==> config.mk <==
export PLATFORM = sky130hd
export DESIGN_NAME = key_input_ctrl
export DESIGN_NICKNAME = d
export VERILOG_FILES = /design/src/rtl/key_input_ctrl_pkg.sv /design/src/rtl/key_input_ctrl_debouncer.sv /design/src/rtl/key_input_ctrl.sv
export SDC_FILE = /design/constraint.sdc
export NUM_CORES = 1
export LEC_CHECK = 0
export BUFFER_PORTS_ARGS = -buffer_cell sky130_fd_sc_hd__buf_2
export CORE_MARGIN = 5
export CORE_UTILIZATION = 25
export DETAILED_ROUTE_END_ITERATION = 10
export MAX_ROUTING_LAYER = met4
export SYNTH_ARGS = -nofsm -noshare
export SYNTH_HDL_FRONTEND = slang
export SYNTH_SLANG_ARGS = --single-unit
==> constraint.sdc <==
create_clock -name clk -period 2.3 [get_ports clk]
set_input_delay 0.115 -clock clk [delete_from_list [all_inputs] [get_ports clk]]
set_output_delay 0.115 -clock clk [all_outputs]
set_load 0.005 [all_outputs]
==> src/rtl/key_input_ctrl_pkg.sv <==
// key_input_ctrl_pkg: shared register offsets, key count and debouncer state encoding
package KeyInputTypes;
    localparam int KEY_NUM     = 3;
    localparam int PRESS_CNT_W = 8;
    localparam logic [3:0] KEY_OFS_STATUS = 4'h0;
    localparam logic [3:0] KEY_OFS_EVENT  = 4'h4;
    localparam logic [3:0] KEY_OFS_COUNT  = 4'h8;
    typedef enum logic [1:0] {RELEASED, CHK_PRESS, PRESSED, CHK_RELEASE} deb_state_t;
endpackage

==> src/rtl/key_input_ctrl_debouncer.sv <==
// key_debouncer: 2-flop synchroniser plus stable-count debouncer for one push-button
module key_debouncer
    import KeyInputTypes::*;
#(
    parameter int DEBOUNCE_LEN = 50000
) (
    input  logic clk,
    input  logic rst,
    input  logic raw,
    output logic level,
    output logic press
);
    localparam int CW = $clog2(DEBOUNCE_LEN);
    localparam logic [CW-1:0] LAST = CW'(DEBOUNCE_LEN - 1);

    logic [1:0]    sync_ff;
    logic          sync;
    deb_state_t    state, state_nxt;
    logic [CW-1:0] cnt, cnt_nxt;

    assign sync = sync_ff[1];

    always_ff @(posedge clk) begin
        if (rst) begin
            sync_ff <= '0;
            state   <= RELEASED;
            cnt     <= '0;
        end else begin
            sync_ff <= {sync_ff[0], raw};
            state   <= state_nxt;
            cnt     <= cnt_nxt;
        end
    end

    always_comb begin
        state_nxt = state;
        cnt_nxt   = cnt;
        case (state)
            RELEASED: if (sync) begin
                state_nxt = CHK_PRESS;
                cnt_nxt   = CW'(1);
            end
            CHK_PRESS: if (!sync) begin
                state_nxt = RELEASED;
                cnt_nxt   = '0;
            end else if (cnt == LAST) begin
                state_nxt = PRESSED;
                cnt_nxt   = '0;
            end else begin
                cnt_nxt   = cnt + CW'(1);
            end
            PRESSED: if (!sync) begin
                state_nxt = CHK_RELEASE;
                cnt_nxt   = CW'(1);
            end
            CHK_RELEASE: if (sync) begin
                state_nxt = PRESSED;
                cnt_nxt   = '0;
            end else if (cnt == LAST) begin
                state_nxt = RELEASED;
                cnt_nxt   = '0;
            end else begin
                cnt_nxt   = cnt + CW'(1);
            end
            default: begin
                state_nxt = RELEASED;
                cnt_nxt   = '0;
            end
        endcase
    end

    // press fires in the cycle whose edge moves the FSM into PRESSED, so level/event/count land together
    always_comb begin
        press = (state == CHK_PRESS) && sync && (cnt == LAST);
        level = (state == PRESSED) || (state == CHK_RELEASE);
    end
endmodule

==> src/rtl/key_input_ctrl.sv <==
// key_input_ctrl: memory-mapped push-button peripheral with debounced status,
// sticky press events (clear-on-read / W1C) and per-key press counters
module key_input_ctrl
    import KeyInputTypes::*;
#(
    parameter int                    ADDR_WIDTH   = 32,
    parameter int                    DATA_WIDTH   = 32,
    parameter logic [ADDR_WIDTH-1:0] BASE_ADDR    = 32'h0000_0100,
    parameter int                    DEBOUNCE_LEN = 50000
) (
    input  logic                  clk,
    input  logic                  rst,
    input  logic                  sigCH,
    input  logic                  sigCE,
    input  logic                  sigCP,
    input  logic [ADDR_WIDTH-1:0] addr,
    input  logic                  rdEnable,
    input  logic                  wrEnable,
    input  logic [DATA_WIDTH-1:0] wrData,
    output logic                  hit,
    output logic [DATA_WIDTH-1:0] rdData
);
    logic [KEY_NUM-1:0]     raw, level, press, ev, clr;
    logic [PRESS_CNT_W-1:0] cnt [KEY_NUM];
    logic [3:0]             ofs;
    logic                   rd_ev, wr_ev;
    logic                   unused_wr_bits;

    assign raw            = {sigCP, sigCE, sigCH};
    assign unused_wr_bits = ^wrData[DATA_WIDTH-1:KEY_NUM];

    for (genvar k = 0; k < KEY_NUM; k++) begin : g_key
        key_debouncer #(.DEBOUNCE_LEN(DEBOUNCE_LEN)) u_deb (
            .clk   (clk),
            .rst   (rst),
            .raw   (raw[k]),
            .level (level[k]),
            .press (press[k])
        );
    end

    assign hit   = addr[ADDR_WIDTH-1:4] == BASE_ADDR[ADDR_WIDTH-1:4];
    assign ofs   = addr[3:0];
    assign rd_ev = hit && rdEnable && (ofs == KEY_OFS_EVENT);
    assign wr_ev = hit && wrEnable && (ofs == KEY_OFS_EVENT);
    // a read clears everything, so it dominates a simultaneous W1C mask
    assign clr   = rd_ev ? '1 : wr_ev ? wrData[KEY_NUM-1:0] : '0;

    always_ff @(posedge clk) begin
        if (rst) begin
            ev <= '0;
            for (int i = 0; i < KEY_NUM; i++) cnt[i] <= '0;
        end else begin
            ev <= (ev & ~clr) | press;
            for (int i = 0; i < KEY_NUM; i++) if (press[i]) cnt[i] <= cnt[i] + PRESS_CNT_W'(1);
        end
    end

    assign rdData = !hit                  ? '0 :
                    ofs == KEY_OFS_STATUS ? DATA_WIDTH'(level) :
                    ofs == KEY_OFS_EVENT  ? DATA_WIDTH'(ev) :
                    ofs == KEY_OFS_COUNT  ? DATA_WIDTH'({cnt[2], cnt[1], cnt[0]}) : '0;
endmodule

==> results.yml <==
logic_synthesis:
  synth-main-ff-cell: "dfxtp_1"
  synth_cell_types: 51
  syn_inst: 514
  synth_edf_count: 24
  synth_async_sr_flop_share: 0
  syn_area_per_cell_sq_um: 8.960
  yosys_warnings: 0
  synth-seq-cells: 87
  syn-cell-area_sq_mm: 0.004606
  yosysSeqAreaShare: 0.4303
global_route:
  overflow: 0
  grt_max_degree: 25
  first_global_vias: 3800
  grtUsageTotal: 0.1037
  antenna_found_initial: 1
  grt_pass1_wl_um: 18200
timing:
  max_freq_ghz: 0.4643
  timing.hold.ws_ns: 0.02112
  final-hold-violation-count: 0
  slew_headroom: 0.5108
  fin_crit_ns: 2.154
  finClkSkew_ns: 0.007247
  final.setup.tns_ns: 0
  fin_crit_sh: 0.9364
  worst_pin_slew_ns: 0.7283
  setup_ws_ns: 0.1463
  setup_viol: 0
  grt_setup_unrepaired: "false"
  slew_viol_final: 0
placed_design:
  hpwl_um: 7501
  placed_cell_area_sq_mm: 0.005401
  dp_slack_ns: 0.05367
  port_buffers: 66
  place_congestion: 0.8241
worst_hold_path:
  hold_path_class: "input port to register"
floorplan:
  die_x_um: 145.7
  pin_count: 104
  dieArea_sq_mm: 0.02124
  core_area_sq_mm: 0.01802
  row_count: 49
  initial_core_util: 0.2555
  die_h_um: 145.7
cells_and_area:
  area_growth_pct: 25.02
  drive_above_1_share: 0.2098
  final_area_sq_mm: 0.005758
  nNetsFinal: 687
clock_network:
  clk_pin_slew_worst_paths_ns: 0.06
  clock_path_buffers: 2
  numCtsBuffers: 9
  clk_latency_ns: 0.34
  cts.root.buffer_cell: "clkbuf_16"
  post_cts_buffers: 0
  clock-sinks: 87
  cts_tree: "done"
  htreeDepth: 3
detailed_routing:
  wl_per_cell_um: 12.11
  detail_route.first_pass.iterations: 5
  drt_wl_total_um: 10230
  num_vias: 4036
  drt_iter0_drc: 192
  ant_nets: 0
  drc: 0
  via_per_inst: 4.776
power_and_ir_drop:
  p_leak_nw: 2.250
  power_density_mw_per_mm2: 576.4
  power.total_mw: 3.319
  ir_worst_vdd_mv: 0.3971
outcome:
  outcome: "finished, final reports clean"
critical_path:
  cp.required_ns: 2.50
  crit_path_end_kind: "register"
  startpoint_type: "register"
  critical_path_class: "register to register"
  worstPathArrival_ns: 2.36
  worstPathMaxFanout: 24
run:
  maxCapViolCount: 0
report_power, final:
part | switching (mW) | internal [mW] | total [mW]
Sequential | 0.0194 | 1.59 | 1.61
Combinational | 0.0814 | 0.0758 | 0.157
Clock | 0.579 | 0.972 | 1.55
worst max-delay path, cell delays in order, from the launching register on:
cell,delay (ns)
dfxtp_1,0.31
or4b_1,0.58
nor4_4,0.37
nand4b_1,0.23
a31o_4,0.37
nor2_1,0.14
synthesized netlist by cell type (all sizes together) (3+ instances only):
library cell / number / area (sq um)
a21o: 3 / 22.52
a21oi: 33 / 165.2
a22o: 9 / 78.83
a31oi: 25 / 156.4
a41oi: 5 / 43.79
and2: 22 / 137.6
and3: 12 / 75.07
and3b: 3 / 26.28
and4: 3 / 26.28
buf: 16 / 128.9
clkbuf: 13 / 48.80
dfxtp: 63 / 1261
edfxtp: 24 / 720.7
ha: 6 / 75.07
inv: 8 / 30.03
mux2i: 10 / 100.1
nand2: 31 / 116.4
nand2b: 5 / 31.28
nand3: 37 / 185.2
nand4: 14 / 87.58
nand4b: 8 / 70.07
nor2: 58 / 217.7
nor2b: 7 / 43.79
nor3: 13 / 65.06
nor4: 9 / 86.33
o21a: 3 / 22.52
o21ai: 10 / 50.05
o31ai: 3 / 22.52
or3: 9 / 56.30
or3b: 3 / 26.28
or4b: 3 / 30.03
xnor2: 10 / 87.58
xor2: 17 / 148.9
cells by family (layout without fill, tap and decap cells):
family,count (synthesis),count (layout),share of synthesized area
fa+ha+maj,6,6,0.01630
other cells,1,9,0.0008142
buf+inv,37,131,0.04510
compound gates,97,97,0.1328
simple gates,249,249,0.3016
mux,10,10,0.02173
xor+xnor,27,27,0.05134
flops,87,87,0.4303
cell type report:
cell class                      instances  area, sq um
Fill cell                            1901        12270
Multi-Input combinational cell        397         2461
Sequential cell                        87         1982
Timing Repair Buffer                  107        680.7
Tap cell                              229        286.5
Clock buffer                           11        242.7
Clock inverter                          5        72.57
Inverter                                8        30.03
Antenna cell                            1        2.502
sequential cells by signal (all words and copies together) (netlist names), named ones only:
name	count
cnt	24
ev	3
g_key.u_deb.cnt	48
g_key.u_deb.state	3
g_key.u_deb.sync_ff	6
per-layer routing:
metal | GRT usage | up-vias | part of all wire
met5 | - | - | 0
met4 | 0.02892 | 0 | 0.0097
met3 | 0.03208 | 6 | 0.057
met2 | 0.1605 | 94 | 0.46
met1 | 0.1311 | 1869 | 0.47
li1 | - | 2067 | -
cells in the final DEF, fill, tap and decap left out, types with 22 or more instances in the layout:
cell type	Yosys	final
buf_2	1	66
and2_1	22	22
nor2_1	58	58
a31oi_1	25	25
buf_4	8	36
a21oi_1	33	33
nand3_1	37	37
edfxtp_1	24	24
dfxtp_1	63	63
nand2_1	31	31
path summary, 6_finish.rpt:
kind | start | endpoint | slack [ns] | depth (start not counted)
min reg2reg | g_key[0].u_deb.sync_ff[0] | g_key[0].u_deb.sync_ff[1] | 0.43 | 1
max reg2reg | g_key[1].u_deb.cnt[7] | cnt[0][13] | 0.15 | 5
max | g_key[1].u_deb.cnt[7] | cnt[0][13] | 0.15 | 5
min | sigCH | g_key[0].u_deb.sync_ff[0] | 0.02 | 2
metrics by stage:
step                      utilization  cells
final                          0.3195    845
after global routing           0.3195    845
after CTS                      0.3183    844
after detailed placement       0.2997    826
after global placement         0.2997    826
after floorplan                     -    521
timing repair:
action,4_1_cts,5_1_grt
hold buffers,2,0
endpoints found under the hold margin,2,0
resized for setup,0,3
endpoints found under the setup margin,0,43
(Power assumes the default switching activity.)
